`src/rtl/iomem_uart.sv`:
```
// iomem_uart: 8N1 UART responder on the SoC iomem bus with a 256-byte window.
// Provides one TX holding path, one RX holding register, sticky error flags and a baud divider.
module iomem_uart #(
    parameter logic [31:0] BASE_ADDR = 32'h0200_0000,
    parameter logic [15:0] CLK_DIV   = 16'd868
) (
    input  logic        clk,
    input  logic        rst,
    input  logic        iomem_valid,
    output logic        iomem_ready,
    input  logic [3:0]  iomem_wstrb,
    input  logic [31:0] iomem_addr,
    input  logic [31:0] iomem_wdata,
    output logic [31:0] iomem_rdata,
    output logic        uart_tx,
    input  logic        uart_rx
);
    typedef enum logic {BUS_IDLE = 1'b0, BUS_ACK = 1'b1} bus_state_t;
    typedef enum logic [1:0] {T_IDLE = 2'd0, T_START = 2'd1, T_DATA = 2'd2, T_STOP = 2'd3} tx_state_t;
    typedef enum logic [1:0] {R_IDLE = 2'd0, R_START = 2'd1, R_DATA = 2'd2, R_STOP = 2'd3} rx_state_t;

    bus_state_t  bus_state_r, bus_next_s;
    tx_state_t   tx_state_r, tx_next_s;
    rx_state_t   rx_state_r, rx_next_s;

    logic        ready_r, tx_busy_r, uart_tx_r;
    logic [31:0] rdata_r, rd_mux_s;
    logic [15:0] div_r, div_wr_s, tx_div_r, tx_cnt_r, rx_div_r, rx_cnt_r;
    logic        ack_data_rd_r, ack_stat_rd_r, ack_div_wr_r, ack_tx_wr_r, rx_clr_ok_r;
    logic [7:0]  tx_shift_r, rx_shift_r, rx_byte_r;
    logic [2:0]  tx_bit_r, rx_bit_r;
    logic        rx_meta_r, rx_sync_r, rx_valid_r, rx_overrun_r, frame_err_r;
    logic        hit_s, is_read_s, off_data_s, off_stat_s, off_div_s, stall_s, accept_s, ack_s;
    logic        tx_tick_s, tx_go_s, tx_load_s, rx_tick_s, rx_done_s, rx_ferr_s, rd_pending_s;
    logic        unused_s;

    assign iomem_ready = ready_r;
    assign iomem_rdata = rdata_r;
    assign uart_tx     = uart_tx_r;
    assign unused_s    = ^iomem_wdata[31:16];

    // Request decode, read mux and shared strobes
    always_comb begin
        hit_s        = iomem_valid && (iomem_addr[31:8] == BASE_ADDR[31:8]);
        is_read_s    = (iomem_wstrb == 4'h0);
        off_data_s   = (iomem_addr[7:0] == 8'h00);
        off_stat_s   = (iomem_addr[7:0] == 8'h04);
        off_div_s    = (iomem_addr[7:0] == 8'h08);
        stall_s      = off_data_s && iomem_wstrb[0] && tx_busy_r;
        accept_s     = (bus_state_r == BUS_IDLE) && hit_s && !stall_s;
        ack_s        = (bus_state_r == BUS_ACK);
        tx_load_s    = accept_s && off_data_s && iomem_wstrb[0];
        rd_pending_s = (ack_s && ack_data_rd_r) || (accept_s && off_data_s && is_read_s);
        div_wr_s     = (iomem_wdata[15:0] < 16'd4) ? 16'd4 : iomem_wdata[15:0];
        tx_tick_s    = (tx_cnt_r == 16'd0);
        tx_go_s      = ack_s && ack_tx_wr_r;
        rx_tick_s    = (rx_cnt_r == 16'd0);
        rx_done_s    = (rx_state_r == R_STOP) && rx_tick_s && rx_sync_r;
        rx_ferr_s    = (rx_state_r == R_STOP) && rx_tick_s && !rx_sync_r;
        if (off_data_s) begin
            rd_mux_s = {24'd0, rx_byte_r};
        end else if (off_stat_s) begin
            rd_mux_s = {28'd0, frame_err_r, rx_overrun_r, rx_valid_r, tx_busy_r};
        end else if (off_div_s) begin
            rd_mux_s = {16'd0, div_r};
        end else begin
            rd_mux_s = 32'd0;
        end
    end

    // Bus FSM next state
    always_comb begin
        bus_next_s = BUS_IDLE;
        case (bus_state_r)
            BUS_IDLE: bus_next_s = accept_s ? BUS_ACK : BUS_IDLE;
            BUS_ACK:  bus_next_s = BUS_IDLE;
            default:  bus_next_s = BUS_IDLE;
        endcase
    end

    // Bus FSM state; read data is captured on accept so the ACK cycle presents it registered
    always_ff @(posedge clk) begin
        if (rst) begin
            bus_state_r   <= BUS_IDLE;
            ready_r       <= 1'b0;
            rdata_r       <= 32'd0;
            ack_data_rd_r <= 1'b0;
            ack_stat_rd_r <= 1'b0;
            ack_div_wr_r  <= 1'b0;
            ack_tx_wr_r   <= 1'b0;
            rx_clr_ok_r   <= 1'b0;
        end else begin
            bus_state_r   <= bus_next_s;
            ready_r       <= accept_s;
            rdata_r       <= (accept_s && is_read_s) ? rd_mux_s : 32'd0;
            ack_data_rd_r <= accept_s && off_data_s && is_read_s;
            ack_stat_rd_r <= accept_s && off_stat_s && is_read_s;
            ack_div_wr_r  <= accept_s && off_div_s && (iomem_wstrb == 4'hF);
            ack_tx_wr_r   <= tx_load_s;
            rx_clr_ok_r   <= !rx_done_s;
        end
    end

    // Divider and status flags; a flag set always beats a read-clear, and only reported flags clear
    always_ff @(posedge clk) begin
        if (rst) begin
            div_r        <= CLK_DIV;
            rx_valid_r   <= 1'b0;
            rx_overrun_r <= 1'b0;
            frame_err_r  <= 1'b0;
        end else begin
            if (ack_s && ack_div_wr_r) begin
                div_r <= div_wr_s;
            end
            if (rx_done_s) begin
                rx_valid_r <= 1'b1;
            end else if (ack_s && ack_data_rd_r && rx_clr_ok_r) begin
                rx_valid_r <= 1'b0;
            end
            if (rx_done_s && rx_valid_r && !rd_pending_s) begin
                rx_overrun_r <= 1'b1;
            end else if (ack_s && ack_stat_rd_r && rdata_r[2]) begin
                rx_overrun_r <= 1'b0;
            end
            if (rx_ferr_s) begin
                frame_err_r <= 1'b1;
            end else if (ack_s && ack_stat_rd_r && rdata_r[3]) begin
                frame_err_r <= 1'b0;
            end
        end
    end

    // TX FSM next state
    always_comb begin
        tx_next_s = tx_state_r;
        case (tx_state_r)
            T_IDLE:  tx_next_s = tx_go_s ? T_START : T_IDLE;
            T_START: tx_next_s = tx_tick_s ? T_DATA : T_START;
            T_DATA:  tx_next_s = (tx_tick_s && (tx_bit_r == 3'd7)) ? T_STOP : T_DATA;
            T_STOP:  tx_next_s = tx_tick_s ? T_IDLE : T_STOP;
            default: tx_next_s = T_IDLE;
        endcase
    end

    // TX datapath: the divider is latched at frame start so DIV writes never disturb a frame
    always_ff @(posedge clk) begin
        if (rst) begin
            tx_state_r <= T_IDLE;
            tx_busy_r  <= 1'b0;
            uart_tx_r  <= 1'b1;
            tx_shift_r <= 8'd0;
            tx_div_r   <= CLK_DIV;
            tx_cnt_r   <= 16'd0;
            tx_bit_r   <= 3'd0;
        end else begin
            tx_state_r <= tx_next_s;
            if (tx_load_s) begin
                tx_busy_r <= 1'b1;
            end else if ((tx_state_r == T_STOP) && tx_tick_s) begin
                tx_busy_r <= 1'b0;
            end
            case (tx_state_r)
                T_IDLE: begin
                    if (tx_go_s) begin
                        tx_shift_r <= iomem_wdata[7:0];
                        tx_div_r   <= div_r;
                        tx_cnt_r   <= div_r - 16'd1;
                        tx_bit_r   <= 3'd0;
                        uart_tx_r  <= 1'b0;
                    end
                end
                T_START: begin
                    if (tx_tick_s) begin
                        tx_cnt_r  <= tx_div_r - 16'd1;
                        uart_tx_r <= tx_shift_r[0];
                    end else begin
                        tx_cnt_r <= tx_cnt_r - 16'd1;
                    end
                end
                T_DATA: begin
                    if (tx_tick_s) begin
                        tx_cnt_r <= tx_div_r - 16'd1;
                        tx_bit_r <= tx_bit_r + 3'd1;
                        if (tx_bit_r == 3'd7) begin
                            uart_tx_r <= 1'b1;
                        end else begin
                            uart_tx_r  <= tx_shift_r[1];
                            tx_shift_r <= {1'b0, tx_shift_r[7:1]};
                        end
                    end else begin
                        tx_cnt_r <= tx_cnt_r - 16'd1;
                    end
                end
                T_STOP: begin
                    if (!tx_tick_s) begin
                        tx_cnt_r <= tx_cnt_r - 16'd1;
                    end
                end
                default: uart_tx_r <= 1'b1;
            endcase
        end
    end

    // RX FSM next state
    always_comb begin
        rx_next_s = rx_state_r;
        case (rx_state_r)
            R_IDLE:  rx_next_s = rx_sync_r ? R_IDLE : R_START;
            R_START: rx_next_s = rx_tick_s ? (rx_sync_r ? R_IDLE : R_DATA) : R_START;
            R_DATA:  rx_next_s = (rx_tick_s && (rx_bit_r == 3'd7)) ? R_STOP : R_DATA;
            R_STOP:  rx_next_s = rx_tick_s ? R_IDLE : R_STOP;
            default: rx_next_s = R_IDLE;
        endcase
    end

    // RX synchronizer and datapath; START waits half a bit so data is sampled at bit centre
    always_ff @(posedge clk) begin
        if (rst) begin
            rx_meta_r  <= 1'b1;
            rx_sync_r  <= 1'b1;
            rx_state_r <= R_IDLE;
            rx_shift_r <= 8'd0;
            rx_byte_r  <= 8'd0;
            rx_div_r   <= CLK_DIV;
            rx_cnt_r   <= 16'd0;
            rx_bit_r   <= 3'd0;
        end else begin
            rx_meta_r  <= uart_rx;
            rx_sync_r  <= rx_meta_r;
            rx_state_r <= rx_next_s;
            case (rx_state_r)
                R_IDLE: begin
                    if (!rx_sync_r) begin
                        rx_div_r <= div_r;
                        rx_cnt_r <= (div_r >> 1) - 16'd1;
                        rx_bit_r <= 3'd0;
                    end
                end
                R_START: begin
                    if (rx_tick_s) begin
                        rx_cnt_r <= rx_div_r - 16'd1;
                    end else begin
                        rx_cnt_r <= rx_cnt_r - 16'd1;
                    end
                end
                R_DATA: begin
                    if (rx_tick_s) begin
                        rx_cnt_r   <= rx_div_r - 16'd1;
                        rx_shift_r <= {rx_sync_r, rx_shift_r[7:1]};
                        rx_bit_r   <= rx_bit_r + 3'd1;
                    end else begin
                        rx_cnt_r <= rx_cnt_r - 16'd1;
                    end
                end
                R_STOP: begin
                    if (rx_tick_s) begin
                        if (rx_sync_r) begin
                            rx_byte_r <= rx_shift_r;
                        end
                    end else begin
                        rx_cnt_r <= rx_cnt_r - 16'd1;
                    end
                end
                default: rx_cnt_r <= 16'd0;
            endcase
        end
    end
endmodule

```
`config.mk`:
```
export PLATFORM = sky130hd
export DESIGN_NAME = iomem_uart
export DESIGN_NICKNAME = d
export VERILOG_FILES = /design/src/rtl/iomem_uart.sv
export SDC_FILE = /design/constraint.sdc
export NUM_CORES = 1
export LEC_CHECK = 0
export CAP_MARGIN = 20
export CORE_MARGIN = 8
export CORE_UTILIZATION = 64
export CTS_CLUSTER_DIAMETER = 30
export DETAILED_ROUTE_END_ITERATION = 7
export DONT_BUFFER_PORTS = 1
export PLACE_DENSITY = 0.92
export SYNTH_ARGS = -nofsm -noshare
export SYNTH_HDL_FRONTEND = slang
export SYNTH_SLANG_ARGS = --single-unit
```
`constraint.sdc`:
```
create_clock -name clk -period 2.75 [get_ports clk]
set_input_delay 0.4125 -clock clk [delete_from_list [all_inputs] [get_ports clk]]
set_output_delay 0.4125 -clock clk [all_outputs]
set_load 0.05 [all_outputs]
```
==> flow_summary.json, run 1 <==
{
  "critPathRequiredTime_ns": 3.10,
  "cts_max_level": 4,
  "start_kind": "register",
  "cts_made_buffers": 17,
  "clock_path_buffers": 2,
  "synth_edf_count": 0,
  "arrival_ns": 2.86,
  "clock-sinks": 144,
  "syn_inst": 1056,
  "cp_top_family": "simple AND/OR/NAND/NOR gates",
  "dr.pass1.iters": 6,
  "synthFlopType": "dfxtp_1",
  "cts.reportedPaths.clkPinSlew_ns": 0.06,
  "post_cts_buffers": 0,
  "drv_slew": 0,
  "path_class": "register to register",
  "antenna_found_initial": 0,
  "worst_pin_slew_ns": 0.9753,
  "seq_area_frac_synth_pct": 34.93,
  "yosys.area_share.simple_pct": 26.91,
  "wl_per_cell_um": 19.65,
  "skew_ns": 0.008187,
  "viasPerCell": 6.574,
  "grt_usage_pct": 28.55,
  "yosys_warnings": 0,
  "port_buffers": 0,
  "layout-drive-gt1-share_pct": 8.927,
  "whs_ns": 0.05840,
  "cp_slowest_cell": "and3_1",
  "num_rows": 41,
  "avgSynthCellArea_um2": 7.815,
  "multi_input_area_um2": 4857,
  "nets": 1135,
  "start_util_pct": 65.40,
  "min_period_ns": 2.509,
  "dp_hpwl_um": 16120,
  "synthAdderAreaFrac_pct": 3.335,
  "power.density_nw_per_um2": 533.4,
  "final-hold-violation-count": 0,
  "detail-route-antenna-nets": 0,
  "p_leak_nw": 3.211,
  "fillCellCount": 911,
  "regArea_um2": 2883,
  "fp.dieW_um": 129.6,
  "cap_violations": 0,
  "ios": 106,
  "endpoint_kind": "register",
  "synth-compound-area-share_pct": 18.00,
  "insertion_delay_ns": 0.42,
  "rsz0062_at_grt": "false",
  "post-route-drc-count": 0,
  "fin_tns_setup_ns": 0,
  "area_growth_pct": 8.202,
  "path_cells": "inv_1 > ha_1 > nor3b_1 > nand2_2 > nor4_2 > buf_4 > and3_1 > nand4_1 > a21oi_1",
  "chipHeight_um": 129.6,
  "slew_headroom_pct": 34.74,
  "postCtsHoldBufs": 0,
  "synthMuxAreaShare_pct": 2.668,
  "syn-cell-area_um2": 8253,
  "critical_path.max_fanout": 12,
  "async_flop_share_pct": 0,
  "synth_top_family_by_area": "simple AND/OR/NAND/NOR gates",
  "cts-resized-gates": 0,
  "diodes": 0,
  "grt.overflow.total": 0,
  "gp_congestion": 0.9200,
  "ir_worst_vdd_uv": 526.3,
  "fmax_mhz": 398.6,
  "grt_max_degree": 100,
  "synth-xor-area-share_pct": 7.216,
  "cts_tree": "yes",
  "grt_pass1_vias": 7699,
  "holdCritPathClass": "primary input to register",
  "drt_wl_total_um": 24080,
  "mostFrequentLayoutCells": "nand2_1, dfxtp_1, a21oi_1",
  "status": "finished clean",
  "grt_pass1_wl_um": 38260,
  "coreArea_um2": 12620,
  "yosysUniqueCellTypes": 75,
  "period_share_pct": 91.22,
  "layout_commonest_cell": "nand2_1",
  "dieArea_um2": 16780,
  "drt_iter0_drc": 1057,
  "cpPeakStageDelay_ns": 0.42,
  "root_buffer": "clkbuf_16",
  "dr_total_vias": 8053,
  "finalSetupViolCount": 0,
  "worst-path-buf-inv": 2,
  "synth_seq_cells": 144
}
-- kinds of logic after synthesis --
kind of cell | after synthesis
flops | 144
xor+xnor | 68
compound gates | 236
simple gates | 446
other cells | 1
fa+ha+maj | 22
mux | 22
buf+inv | 117
-- final timing paths --
check | startpoint | slack [ns] | cells after the start | end
hold / removal | iomem_addr[3] | 0.06 | 1 | ack_stat_rd_r
setup / recovery | rx_cnt_r[0] | 0.24 | 9 | rx_overrun_r
setup reg to reg | rx_cnt_r[0] | 0.24 | 9 | rx_overrun_r
hold reg to reg | rx_meta_r | 0.45 | 1 | rx_sync_r
-- worst reg2reg max path, delay by kind of cell, from the launching register on --
kind,cells,cell delay [ns]
AO/OA/AOI/OAI,1,0.16
adder cells (fa/ha/maj),1,0.25
buffers and inverters,2,0.27
flip-flops,1,0.36
AND/OR/NAND/NOR,5,1.38
-- layout make-up --
cell class | instances | area share [%]
Clock buffer | 22 | 5.198
Clock inverter | 9 | 1.219
Inverter | 29 | 1.219
Multi-Input combinational cell | 810 | 54.39
Sequential cell | 144 | 32.28
Tap cell | 172 | 2.410
Timing Repair Buffer | 39 | 3.279
-- power by group --
part           switching [mW]  leakage [nW]  total, mW  internal [mW]
sequential             0.0291          1.16       2.14           2.11
combinational           0.247          1.78      0.371          0.124
clock                   0.879         0.269       2.26           1.38
total                    1.16          3.21       4.76           3.61
-- cells in the mapped netlist (all sizes together) (6+ instances only) --
cell type	n	area share (%)
nand4	8	0.68
o21ai	25	1.5
o22ai	6	0.45
mux2i	22	2.7
buf	30	2.3
nor3b	9	0.88
nand2	184	8.4
nor4	30	3.0
xnor2	34	3.6
a211oi	17	1.5
and2	13	0.99
or3	11	0.96
or4	14	1.4
nor3	29	1.8
clkbuf	58	3.3
a31oi	11	0.83
dfxtp	144	35
a22oi	7	0.64
ha	22	3.3
inv	29	1.3
nand3	43	2.6
nor2	71	3.2
or2	7	0.53
o211ai	9	0.82
nor4b	7	0.74
xor2	34	3.6
a21oi	110	6.7
o31ai	10	1.1
-- flip-flops by register name (all words and copies together), names as in the netlist, 2 cells and up --
register and count:
div_r 16, iomem_rdata 16, rx_cnt_r 16, rx_div_r 16, tx_cnt_r 16, tx_div_r 16, rx_byte_r 8, rx_shift_r 8
tx_shift_r 8, rx_bit_r 3, tx_bit_r 3, rx_state_r 2, tx_state_r 2
-- per-stage QoR --
stage,area [um^2],worst slack (ns),utilization (%),instances,power [mW]
2_1_floorplan,8309,0.5215,-,1071,2.498
3_3_place_gp,8357,0.4151,66.22,1194,2.527
3_5_place_dp,8357,0.3521,66.22,1194,2.535
4_1_cts,8930,0.2813,70.76,1225,4.756
5_1_grt,8930,0.07558,70.76,1225,4.892
6_report,8930,0.2414,70.76,1225,4.763
-- layer usage --
| layer | track usage [%] | wire length [um] | part of all wire, % | vias up |
|---|---|---|---|---|
| li1 | - | - | - | 3664 |
| met1 | 34.35 | 9065 | 38 | 3711 |
| met2 | 44.76 | 11080 | 46 | 563 |
| met3 | 8.833 | 2916 | 12 | 115 |
| met4 | 15.51 | 1015 | 4.2 | 0 |
| met5 | 0 | 0 | 0 | - |
Power figures use the tool's default switching activity.
==> run 2: changes to the inputs <==
--- a/config.mk
+++ b/config.mk
@@ -5,13 +5,14 @@
 export SDC_FILE = /design/constraint.sdc
 export NUM_CORES = 1
 export LEC_CHECK = 0
+export ABC_AREA = 1
 export CAP_MARGIN = 20
 export CORE_MARGIN = 8
-export CORE_UTILIZATION = 64
+export CORE_UTILIZATION = 65
 export CTS_CLUSTER_DIAMETER = 30
 export DETAILED_ROUTE_END_ITERATION = 7
 export DONT_BUFFER_PORTS = 1
-export PLACE_DENSITY = 0.92
+export PLACE_DENSITY = 0.93
 export SYNTH_ARGS = -nofsm -noshare
 export SYNTH_HDL_FRONTEND = slang
 export SYNTH_SLANG_ARGS = --single-unit
==> run 2 against run 1 <==
Net effect:
- largest cell class unchanged
- setup slack gained 0.18 ns
- sequential cell count is the same
- cell area grew 3.9%
- maximum frequency grew 7.6%
- sequential power is essentially flat
- clock power grew 4%
- final cell count grew 21%
- wire length grew 3.9%
- via count grew 11%
- the flow now finishes with violations (design-rule violations)
==> flow_summary.json, run 2 <==
{
  "dr_total_vias": 8964,
  "violations": "design-rule violations",
  "critical_path.max_fanout": 22,
  "fin_tns_setup_ns": 0,
  "grt_max_degree": 48,
  "dr.pass1.iters": 8,
  "layout-drive-gt1-share_pct": 7.804,
  "status": "complete, but fails checks",
  "fin_cells": 1483,
  "insertion_delay_ns": 0.44,
  "cts_tree": "yes",
  "viasPerCell": 6.045,
  "post_cts_buffers": 0,
  "yosysMostFrequentCell": "nand2_1",
  "p_leak_nw": 4.083,
  "top_layer_used": "met4",
  "fp.dieW_um": 131.4,
  "synth_top_family_by_area": "simple AND/OR/NAND/NOR gates",
  "detail-route-antenna-nets": 0,
  "cap_violations": 0,
  "drt_wl_total_um": 25030,
  "endpoint_kind": "register",
  "synth_seq_cells": 144,
  "yosys.area_share.simple_pct": 32.22,
  "grt_pass1_wl_um": 40840,
  "final-hold-violation-count": 0,
  "dieArea_um2": 17270,
  "synth_edf_count": 0,
  "drt_iter0_drc": 1203,
  "whs_path_depth": 1,
  "start_util_pct": 65.90,
  "regToRegSetupSlack_ns": 0.42,
  "r2r-end": "rx_cnt_r[2]",
  "min_period_ns": 2.331,
  "netlist_top_cells_area": "dfxtp_1, nand2_1, a21oi_1",
  "yosysUniqueCellTypes": 52,
  "post-route-drc-count": 3,
  "area_growth_pct": 7.212,
  "yosys_warnings": 0,
  "ios": 106,
  "power.density_nw_per_um2": 540.0,
  "num_rows": 42,
  "cts_max_level": 4,
  "synth_top_area_share_pct": 33.30,
  "root_buffer": "clkbuf_16",
  "cpPeakStageDelay_ns": 0.38,
  "fmax_mhz": 428.9,
  "start_kind": "register",
  "cp_slowest_cell": "nand2_2",
  "holdCritPathClass": "primary input to register",
  "chipHeight_um": 131.4,
  "wirelength_met1_um": 9803,
  "syn-cell-area_um2": 8657,
  "cts_made_buffers": 17,
  "synthFlopType": "dfxtp_1",
  "finalPower_mw": 5.012,
  "wl_met2_um": 11200,
  "wl_per_cell_um": 16.88,
  "async_flop_share_pct": 0,
  "wl_met3_um": 3132,
  "finalSetupViolCount": 0,
  "coreArea_um2": 13140,
  "post_dp_cell_area_um2": 8688,
  "nets": 1388,
  "drv_slew": 0,
  "clock-sinks": 144,
  "synth-compound-area-share_pct": 17.99,
  "worst-path-buf-inv": 3,
  "synth-xor-area-share_pct": 3.237,
  "antenna_found_initial": 0,
  "mostFrequentLayoutCells": "nand2_1, nor2_1, dfxtp_1",
  "place_ws_ns": 0.5176,
  "arrival_ns": 2.66,
  "r2r_start": "rx_cnt_r[0]",
  "setup_ws_ns": 0.4185,
  "fillCellCount": 1005,
  "critical_path.startpoint": "rx_cnt_r[0]",
  "dp_hpwl_um": 17480,
  "rsz0062_at_grt": "false",
  "port_buffers": 0,
  "syn_inst": 1310,
  "gp_congestion": 1.023,
  "crit_cells": 11,
  "postCtsHoldBufs": 0,
  "design_area_um2": 9281,
  "synth_common_cells": "nand2_1, dfxtp_1, nor2_1",
  "seq_area_frac_synth_pct": 33.30,
  "synthAdderAreaFrac_pct": 3.180,
  "diodes": 0,
  "grt_pass1_vias": 8600,
  "slew_headroom_pct": 47.71,
  "path_cells": "inv_1 > ha_1 > nand2_2 > nor2_4 > nand2_4 > inv_4 > nand2_4 > nand2_2 > inv_2 > o21ai_0 > a21oi_1",
  "grt.overflow.total": 0,
  "ir_worst_vdd_uv": 431.3,
  "skew_ns": 0.008015,
  "cp_top_family": "simple AND/OR/NAND/NOR gates",
  "dpl.cell_count": 1451,
  "avgSynthCellArea_um2": 6.608,
  "crit_path_end": "rx_cnt_r[2]",
  "critPathRequiredTime_ns": 3.08,
  "clock_path_buffers": 2,
  "grt_usage_pct": 28.32,
  "cts-resized-gates": 0,
  "synthMuxAreaShare_pct": 0,
  "path_class": "register to register",
  "worst_pin_slew_ns": 0.7772,
  "cts.reportedPaths.clkPinSlew_ns": 0.07,
  "layout_commonest_cell": "nand2_1",
  "period_share_pct": 84.78,
  "synth_top_cell_by_area": "dfxtp_1",
  "ff2ff_path_depth": 11
}
run 2: changes by cell type after synthesis, moves of 16 or more:
cell and delta:
nand2_1 +103, nand3_1 +54, inv_1 +104, a21oi_1 +18, xnor2_1 -23, nor2_2 +20
mux2i_1 -22, nor2_1 +73, nor3_1 -19, o21ai_1 +16, o21ai_0 +76, clkbuf_1 -21
nor4_1 -17
run 2: worst min-delay path by stage:
stage	startpoint	endpoint	slack, ns
2_1_floorplan	rx_meta_r	rx_sync_r	0.39
3_3_place_gp	rx_meta_r	rx_sync_r	0.39
3_5_place_dp	rx_meta_r	rx_sync_r	0.40
4_1_cts	rst	rx_bit_r[2]	0.03
5_1_grt	rst	rx_bit_r[2]	0.03
6_report	rst	rx_bit_r[2]	0.04
run 2: report_power, final:
part	leakage, nW	total, mW	switching [mW]	internal (mW)
Clock	0.293	2.35	1.06	1.29
Sequential	1.16	2.15	0.0339	2.12
Combinational	2.63	0.513	0.362	0.151
Total	4.08	5.01	1.45	3.56
run 2: cell families after synthesis:
group           Yosys count
xor+xnor                 32
fa+ha+maj                22
compound gates          286
other cells               1
buf+inv                 204
simple gates            621
flops                   144
run 2: layout make-up:
class,count,area [um^2],share of cell area [%]
Multi-Input combinational cell,977,4962,53.46
Inverter,145,555.5,5.985
Sequential cell,144,2883,31.06
Timing Repair Buffer,9,67.56,0.7280
Clock inverter,15,167.7,1.806
Clock buffer,17,425.4,4.583
Tap cell,176,220.2,2.373
run 2: per-layer routing:
metal | track usage [%] | up-vias
li1 | - | 4236
met5 | 0 | -
met4 | 13.98 | 0
met2 | 44.88 | 589
met1 | 34.31 | 4043
met3 | 8.613 | 96
run 2: worst reg2reg max path, delay by kind of cell (launching register included):
family	cells	cell delay [ns]
adders and majority gates	1	0.21
and+or+nand+nor	5	0.93
DFF	1	0.34
AOI/OAI and AO/OA	2	0.27
buffers and inverters	3	0.48
run 2: metrics by stage:
step,hold WS [ns],utilization [%]
after detailed placement,0.3993,66.13
after CTS,0.03314,70.65
final,0.04378,70.65
after global routing,0.03224,70.65
after floorplan,0.3895,-
after global placement,0.3937,66.13
==> run 3: changes to the inputs <==
--- a/config.mk
+++ b/config.mk
@@ -8,11 +8,11 @@
 export ABC_AREA = 1
 export CAP_MARGIN = 20
 export CORE_MARGIN = 8
-export CORE_UTILIZATION = 65
+export CORE_UTILIZATION = 58
 export CTS_CLUSTER_DIAMETER = 30
 export DETAILED_ROUTE_END_ITERATION = 7
 export DONT_BUFFER_PORTS = 1
-export PLACE_DENSITY = 0.93
+export PLACE_DENSITY = 0.88
 export SYNTH_ARGS = -nofsm -noshare
 export SYNTH_HDL_FRONTEND = slang
 export SYNTH_SLANG_ARGS = --single-unit
==> constraint.sdc (replaced) <==
create_clock -name clk -period 2.1 [get_ports clk]
set_input_delay 0.315 -clock clk [delete_from_list [all_inputs] [get_ports clk]]
set_output_delay 0.315 -clock clk [all_outputs]
set_load 0.05 [all_outputs]
==> run 3 against run 2 <==
Net effect:
- the run now ends clean
- core utilization down 4.8 points
- global-route usage down 2.1 points
- final cell count up 2.6%
- sequential power up 31%
- largest cell class unchanged
==> flow_summary.json, run 3 (synthesis results as in run 2) <==
{
  "status": "finished clean",
  "fin_tns_setup_ns": 0,
  "cts_max_level": 4,
  "regToRegSetupSlack_ns": 0.14,
  "insertion_delay_ns": 0.44,
  "drt_iter0_drc": 1027,
  "dr_total_vias": 8901,
  "start_util_pct": 59.56,
  "root_buffer": "clkbuf_16",
  "rsz0062_at_grt": "false",
  "p_leak_nw": 4.245,
  "combinationalPowerShare_pct": 10.9,
  "power.density_nw_per_um2": 696.6,
  "final-hold-violation-count": 0,
  "path_cells": "inv_1 > ha_1 > nand2_2 > nor2_4 > nand2_4 > inv_4 > nand2_4 > nand2_2 > buf_4 > nand2_1 > a21oi_1",
  "clock_path_buffers": 2,
  "worst_pin_slew_ns": 0.6069,
  "ir_worst_vdd_uv": 543.9,
  "min_period_ns": 1.958,
  "drv_slew": 0,
  "antenna_found_initial": 0,
  "grt.overflow.total": 0,
  "post-route-drc-count": 0,
  "power.switching_mw": 1.936,
  "clock-sinks": 144,
  "path_class": "register to register",
  "fillCellCount": 1212,
  "area_growth_pct": 10.58,
  "cap_violations": 0,
  "chipHeight_um": 138.2,
  "cts_made_buffers": 17,
  "mostFrequentLayoutCells": "nand2_1, nor2_1, dfxtp_1",
  "nets": 1418,
  "critPathRequiredTime_ns": 2.46,
  "ios": 106,
  "drt_wl_total_um": 25680,
  "setup_ws_ns": 0.1417,
  "layout_commonest_cell": "nand2_1",
  "critical_path.max_fanout": 12,
  "fp.dieW_um": 138.2,
  "holdCritPathClass": "primary input to register",
  "start_kind": "register",
  "p_int_mw": 4.733,
  "pwr-share-clk_pct": 46.9,
  "grt_max_degree": 38,
  "power.share.switching_pct": 29.03,
  "cpPeakStageDelay_ns": 0.33,
  "layout-drive-gt1-share_pct": 9.723,
  "wl_per_cell_um": 16.88,
  "seq_power_share_pct": 42.2,
  "slew_headroom_pct": 59.54,
  "place_ws_ns": 0.1799,
  "dr.pass1.iters": 5,
  "skew_ns": 0.01392,
  "detail-route-antenna-nets": 0,
  "coreArea_um2": 14530,
  "grt_usage_pct": 26.18,
  "port_buffers": 0,
  "num_rows": 44,
  "regArea_um2": 2883,
  "finalSetupViolCount": 0,
  "dieArea_um2": 19090,
  "period_share_pct": 93.25,
  "cts_tree": "yes",
  "cp_slowest_cell": "dfxtp_1",
  "dp_hpwl_um": 18410,
  "fmax_mhz": 510.6,
  "gp_congestion": 1.030,
  "grt_pass1_vias": 8450,
  "cts.reportedPaths.clkPinSlew_ns": 0.07,
  "grt_pass1_wl_um": 41990,
  "diodes": 0,
  "arrival_ns": 2.32,
  "endpoint_kind": "register",
  "multi_input_area_um2": 4967,
  "viasPerCell": 5.852,
  "finalPower_mw": 6.669
}
==> run 3: timing repair <==
item	CTS	global route
hold buffers	4	0
endpoints found under the setup margin	0	6
setup buffers	0	2
endpoints found under the hold margin	37	0
resized for setup	0	2
==> run 3: final timing paths <==
kind                                     start           end  cells after the start
worst max register to register     rx_cnt_r[0]   rx_cnt_r[5]                     11
worst min-delay path            iomem_wstrb[0]  ack_div_wr_r                      2
worst max-delay path               rx_cnt_r[0]   rx_cnt_r[5]                     11
worst min register to register       rx_meta_r     rx_sync_r                      1
==> run 3: critical path, delay by kind of cell, from the launching register on <==
family          cells  cell delay, ns
flops               1            0.33
compound gates      1            0.17
buf+inv             3            0.41
fa+ha+maj           1            0.21
simple gates        6            0.76
==> run 3: per-layer routing <==
metal | track usage, % | part of all wire [%]
met1 | 32.78 | 41
met2 | 41.15 | 44
met3 | 6.096 | 11
met4 | 13.50 | 4.3
met5 | 0 | 0
==> run 3: power groups by stage <==
stage	logic (mW)	registers (mW)	clock network, mW
after detailed placement	0.675	2.87	0
after global routing	0.808	2.82	3.23
after global placement	0.660	2.87	0
after CTS	0.707	2.81	3.12
final	0.729	2.81	3.13
after floorplan	0.580	2.86	0
==> run 3: area by class of cell <==
class                           count  area share (%)
Multi-Input combinational cell    977           51.89
Sequential cell                   144           30.11
Inverter                          145           5.842
Clock buffer                       18           4.588
Timing Repair Buffer               39           3.398
Tap cell                          184           2.405
Clock inverter                     14           1.764
==> run 3: through the flow <==
| step | util (%) | instances | hold slack [ns] | instance area (um^2) |
|---|---|---|---|---|
| after floorplan | - | 1325 | 0.3895 | 8713 |
| after global placement | 61.17 | 1483 | 0.3891 | 8891 |
| after detailed placement | 61.17 | 1483 | 0.3905 | 8891 |
| after CTS | 65.70 | 1519 | 0.008929 | 9549 |
| after global routing | 65.87 | 1521 | 0.01454 | 9573 |
| final | 65.87 | 1521 | 0.01393 | 9573 |
